$ cat src/rtl/modn_counter_pkg.sv
// Shared limits and helpers for the cascaded modulo counter.
// Pure elaboration-time content; no logic, no latency.
package modn_counter_pkg;

  localparam int MAX_STAGES = 8;
  localparam int MAX_WIDTH  = 8;

  function automatic int mod_of(input logic [MAX_STAGES*8-1:0] mods, input int i);
    return int'(mods[i*8 +: 8]);
  endfunction

  function automatic bit mod_legal(input int mod, input int width);
    return (mod >= 2) && (mod <= (1 << width));
  endfunction

endpackage

$ cat src/rtl/modn_digit.sv
// One modulo-MOD digit with up/down step, parallel load and range check.
// Registered value, 1-cycle latency; carry/at_* flags are combinational from state.
module modn_digit import modn_counter_pkg::*; #(
  parameter int WIDTH = 4,
  parameter int MOD   = 10
) (
  input  logic             clk,
  input  logic             rst,
  input  logic             step,
  input  logic             up,
  input  logic             load,
  input  logic [WIDTH-1:0] load_val,
  output logic [WIDTH-1:0] q,
  output logic             at_max,
  output logic             at_zero,
  output logic             carry,
  output logic             illegal
);

  localparam logic [WIDTH-1:0] MAX_V = WIDTH'(MOD - 1);
  localparam logic [WIDTH:0]   MOD_V = (WIDTH+1)'(MOD);

  logic [WIDTH-1:0] q_q;
  logic [WIDTH-1:0] q_d;

  always_comb begin
    at_max  = (q_q == MAX_V);
    at_zero = (q_q == '0);
    carry   = step && (up ? at_max : at_zero);
    illegal = ({1'b0, load_val} >= MOD_V);
    q_d     = q_q;
    if (load) begin
      q_d = illegal ? '0 : load_val;
    end else if (step) begin
      if (up) q_d = at_max  ? '0    : q_q + 1'b1;
      else    q_d = at_zero ? MAX_V : q_q - 1'b1;
    end
  end

  always_ff @(posedge clk) begin
    if (rst) q_q <= '0;
    else     q_q <= q_d;
  end

  assign q = q_q;

endmodule

$ cat src/rtl/modn_cascade_counter.sv
// Multi-digit cascaded modulo counter: up/down, load with legality check, wrap or saturate.
// All outputs registered, 1-cycle latency; no flow control, one step per enabled cycle.
module modn_cascade_counter import modn_counter_pkg::*; #(
  parameter int                  STAGES = 2,
  parameter int                  WIDTH  = 4,
  parameter logic [STAGES*8-1:0] MODS   = {8'd6, 8'd10}
) (
  input  logic                    clk,
  input  logic                    rst,
  input  logic                    en,
  input  logic                    up,
  input  logic                    sat,
  input  logic                    load,
  input  logic [STAGES*WIDTH-1:0] load_val,
  output logic [STAGES*WIDTH-1:0] count,
  output logic                    tc,
  output logic                    load_err
);

  localparam logic [MAX_STAGES*8-1:0] MODS_EXT = (MAX_STAGES*8)'(MODS);

  if (STAGES < 1 || STAGES > MAX_STAGES || WIDTH < 2 || WIDTH > MAX_WIDTH) begin : g_bad_cfg
    $error("modn_cascade_counter: STAGES/WIDTH out of range");
  end

  logic [STAGES-1:0] step;
  logic [STAGES-1:0] at_max;
  logic [STAGES-1:0] at_zero;
  logic [STAGES-1:0] carry;
  logic [STAGES-1:0] illegal;

  logic step0;
  logic terminal;
  logic blocked;
  logic tc_q, tc_d;
  logic load_err_q, load_err_d;

  // Each higher digit steps only when every digit below it rolls over.
  if (STAGES > 1) begin : g_chain
    assign step = {carry[STAGES-2:0], step0};
  end else begin : g_single
    assign step = step0;
  end

  for (genvar i = 0; i < STAGES; i++) begin : g_digit
    if (!mod_legal(mod_of(MODS_EXT, i), WIDTH)) begin : g_bad_mod
      $error("modn_cascade_counter: MODS digit out of range 2..2^WIDTH");
    end

    modn_digit #(
      .WIDTH (WIDTH),
      .MOD   (mod_of(MODS_EXT, i))
    ) u_digit (
      .clk      (clk),
      .rst      (rst),
      .step     (step[i]),
      .up       (up),
      .load     (load),
      .load_val (load_val[i*WIDTH +: WIDTH]),
      .q        (count[i*WIDTH +: WIDTH]),
      .at_max   (at_max[i]),
      .at_zero  (at_zero[i]),
      .carry    (carry[i]),
      .illegal  (illegal[i])
    );
  end

  // A carry out of the top digit is exactly a wrap from the terminal value.
  always_comb begin
    terminal   = up ? (&at_max) : (&at_zero);
    blocked    = sat && terminal;
    step0      = en && !load && !blocked;
    tc_d       = carry[STAGES-1] || (en && !load && blocked);
    load_err_d = load && (|illegal);
  end

  always_ff @(posedge clk) begin
    if (rst) begin
      tc_q       <= 1'b0;
      load_err_q <= 1'b0;
    end else begin
      tc_q       <= tc_d;
      load_err_q <= load_err_d;
    end
  end

  assign tc       = tc_q;
  assign load_err = load_err_q;

endmodule

$ cat config.mk
export PLATFORM = sky130hd
export DESIGN_NAME = modn_cascade_counter
export DESIGN_NICKNAME = d
export VERILOG_FILES = /design/src/rtl/modn_counter_pkg.sv /design/src/rtl/modn_digit.sv /design/src/rtl/modn_cascade_counter.sv
export SDC_FILE = /design/constraint.sdc
export NUM_CORES = 1
export LEC_CHECK = 0
export ABC_AREA = 1
export BUFFER_PORTS_ARGS = -buffer_cell sky130_fd_sc_hd__buf_4
export CORE_MARGIN = 10
export CORE_UTILIZATION = 57
export CTS_BUF_LIST = sky130_fd_sc_hd__clkbuf_4
export DETAILED_ROUTE_END_ITERATION = 7
export GPL_TIMING_DRIVEN = 0
export PLACE_DENSITY = 0.92
export SLEW_MARGIN = 20
export SYNTH_ARGS = -nofsm -noshare
export SYNTH_HDL_FRONTEND = slang
export SYNTH_HIERARCHICAL = 1
export SYNTH_SLANG_ARGS = --single-unit
$ cat constraint.sdc
create_clock -name clk -period 4.5 [get_ports clk]
set_input_delay 0.9 -clock clk [delete_from_list [all_inputs] [get_ports clk]]
set_output_delay 0.9 -clock clk [all_outputs]
set_load 0.01 [all_outputs]
==> flow_summary.ini <==
[timing]
rsz0062_at_grt = false
setup_tns_ps = 0
finalSetupViolations = 0
finalCritPeriodShare = 0.505
period_needed_ps = 2270
slew_headroom = 0.760
finalClockSkew_ps = 1.09
worstMarginPinSlew_ps = 358
maxClockFrequency_mhz = 440
final-hold-violation-count = 0
maxSlewViolCount = 0

[yosys]
syn_avg_cell_area_um2 = 5.70
yosysSeqAreaShare = 0.242
syn_inst = 145
async_reset_ff_frac = 0
synth_cell_types = 19
syn_nets = 159
synth_area_um2 = 826
synth-seq-cells = 10
synth_enable_flop_cells = 0
synthFlopType = dfxtp_1
ys_warn_count = 6

[place]
dp.final_hpwl_mm = 1.93
post_dp_cell_area_um2 = 1020
place_congestion = 0.983
io_buffers = 23
dp_cells = 183

[power_and_ir_drop]
comb_power_share = 0.322
internal-power_uw = 156
switching_share = 0.350
p_clk_frac = 0.262
powerDensity_nw_per_um2 = 231
seq_power_share = 0.416
leakage_nw = 0.534
p_sw_uw = 83.9
ir_drop_mv = 0.162

[cells_and_area]
synthToLayoutAreaGrowth_pct = 25.9
utilization = 0.780
drive_above_1_share = 0.240
final_cell_mix = nand2_1 (45), inv_1 (23), buf_4 (23)
layout_commonest_cell = nand2_1
fillerInstances = 116
final_cell_area_um2 = 1040
fin_cells = 186
nets = 187
antenna_cells = 0

[die]
num_io_pins = 24
die_x_um = 58.1
core_area_um2 = 1330
die_h_um = 58.1
start_util = 0.619
dieArea_um2 = 3370
rows = 13

[route]
dr.pass1.iters = 4
dr_total_vias = 1051
drc = 0
drt_iter0_drc = 43
via_per_inst = 5.65
wl_per_cell_um = 13.4
ant_nets = 0
wirelength_mm = 2.50

[cts]
numClockSinks = 10
cts-root-buf = clkbuf_4
cts_made_buffers = 3
cts_tree = yes
cts_max_level = 1
clk-insertion-delay-late_ps = 260
cts.clk_slew.worst_paths_ps = 70
cts.repair.resized = 0
clockBufferDepth = 2
hold_buffers = 0
post_cts_buffers = 0

[grt]
grt_pass1_vias = 989
antenna_found_initial = 0
grt.total_usage = 0.150
grt_pass1_wl_mm = 4.24
grt_start_max_net_pins = 14
grt_overflow = 0

[worst_setup_path]
critical-path-max-stage-delay_ps = 460
critPathKind = register to register
crit_chain = inv_1 -> nand2_1 -> nor2_1 -> nand3_1 -> nand2_2 -> nand2_1 -> nand2_1 -> inv_1 -> inv_1 -> a211oi_1 -> inv_1 -> nor2_1 -> nand2_1 -> a31oi_1
crit_path_top_delay_cell = dfxtp_1
arrival_ps = 2460
end_kind = register
crit_required_ps = 4690
crit_path_max_fanout = 7
start_kind = register

[hold_path]
hold_path.class = register to register

[job]
maxCapViolCount = 0

[status]
status = finished, final reports clean
routing by layer:
metal  GRT usage  vias up  wire [um]
li1            -      516          -
met1       0.169      467       1020
met2       0.261       58       1200
met3      0.0414       10        229
met4      0.0570        0         53
met5           0        -          0
path summary, 6_finish.rpt:
kind | start | to | slack, ps | depth (start not counted)
max | g_digit[1].u_digit/q[2]$_SDFFE_PP0P_ | g_digit[1].u_digit/q[0]$_SDFFE_PP0P_ | 2230 | 14
min | g_digit[1].u_digit/q[3]$_SDFFE_PP0P_ | g_digit[1].u_digit/q[3]$_SDFFE_PP0P_ | 520 | 2
max reg2reg | g_digit[1].u_digit/q[2]$_SDFFE_PP0P_ | g_digit[1].u_digit/q[0]$_SDFFE_PP0P_ | 2230 | 14
min reg2reg | g_digit[1].u_digit/q[3]$_SDFFE_PP0P_ | g_digit[1].u_digit/q[3]$_SDFFE_PP0P_ | 520 | 2
synth_stat cells (3+ instances only):
| cell type | count | area [um2] |
|---|---|---|
| nand2_1 | 45 | 169 |
| nand3_1 | 13 | 65.1 |
| inv_1 | 23 | 86.3 |
| nor2_2 | 5 | 31.3 |
| a21oi_2 | 3 | 26.3 |
| nand4_1 | 4 | 25.0 |
| o21ai_0 | 7 | 35.0 |
| dfxtp_1 | 10 | 200 |
| a21oi_1 | 8 | 40.0 |
| nor2_1 | 13 | 48.8 |
final cells by class:
cell class	instances	area, um2	share of cell area
Clock buffer	3	22.5	0.0217
Timing Repair Buffer	23	173	0.166
Buffer	1	11.3	0.0108
Sequential cell	10	200	0.193
Inverter	25	93.8	0.0903
Tap cell	15	18.8	0.0181
Multi-Input combinational cell	109	520	0.501
state kept, by name, indices dropped and copies added (netlist names):
name	cells
g_digit.u_digit/q	8
tc	1
load_err	1
critical path, delay by kind of cell, from the launching register on:
family,cells,cell delay [ps]
simple gates,8,800
compound gates,2,530
flops,1,460
buf+inv,4,390
power by group through the flow:
stage          clock network, mW  logic, mW  registers [mW]
4_1_cts                   0.0635     0.0765          0.0995
2_1_floorplan                  0     0.0442           0.103
6_report                  0.0628     0.0773          0.0998
5_1_grt                   0.0659     0.0869           0.100
3_5_place_dp                   0     0.0758           0.102
3_3_place_gp                   0     0.0727           0.101
cell families after synthesis:
| logic type | count (synthesis) | share of synthesized area |
|---|---|---|
| flip-flops | 10 | 0.242 |
| AND/OR/NAND/NOR | 86 | 0.465 |
| buffers and inverters | 26 | 0.127 |
| AO/OA/AOI/OAI | 23 | 0.165 |
metrics by stage:
step | power, mW | hold slack (ps) | setup WS, ps
final | 0.240 | 524 | 2230
after global routing | 0.253 | 543 | 2150
after CTS | 0.239 | 523 | 2320
after detailed placement | 0.177 | 515 | 2060
after global placement | 0.174 | 505 | 2150
after floorplan | 0.147 | 517 | 2490
Power figures use the tool's default switching activity.
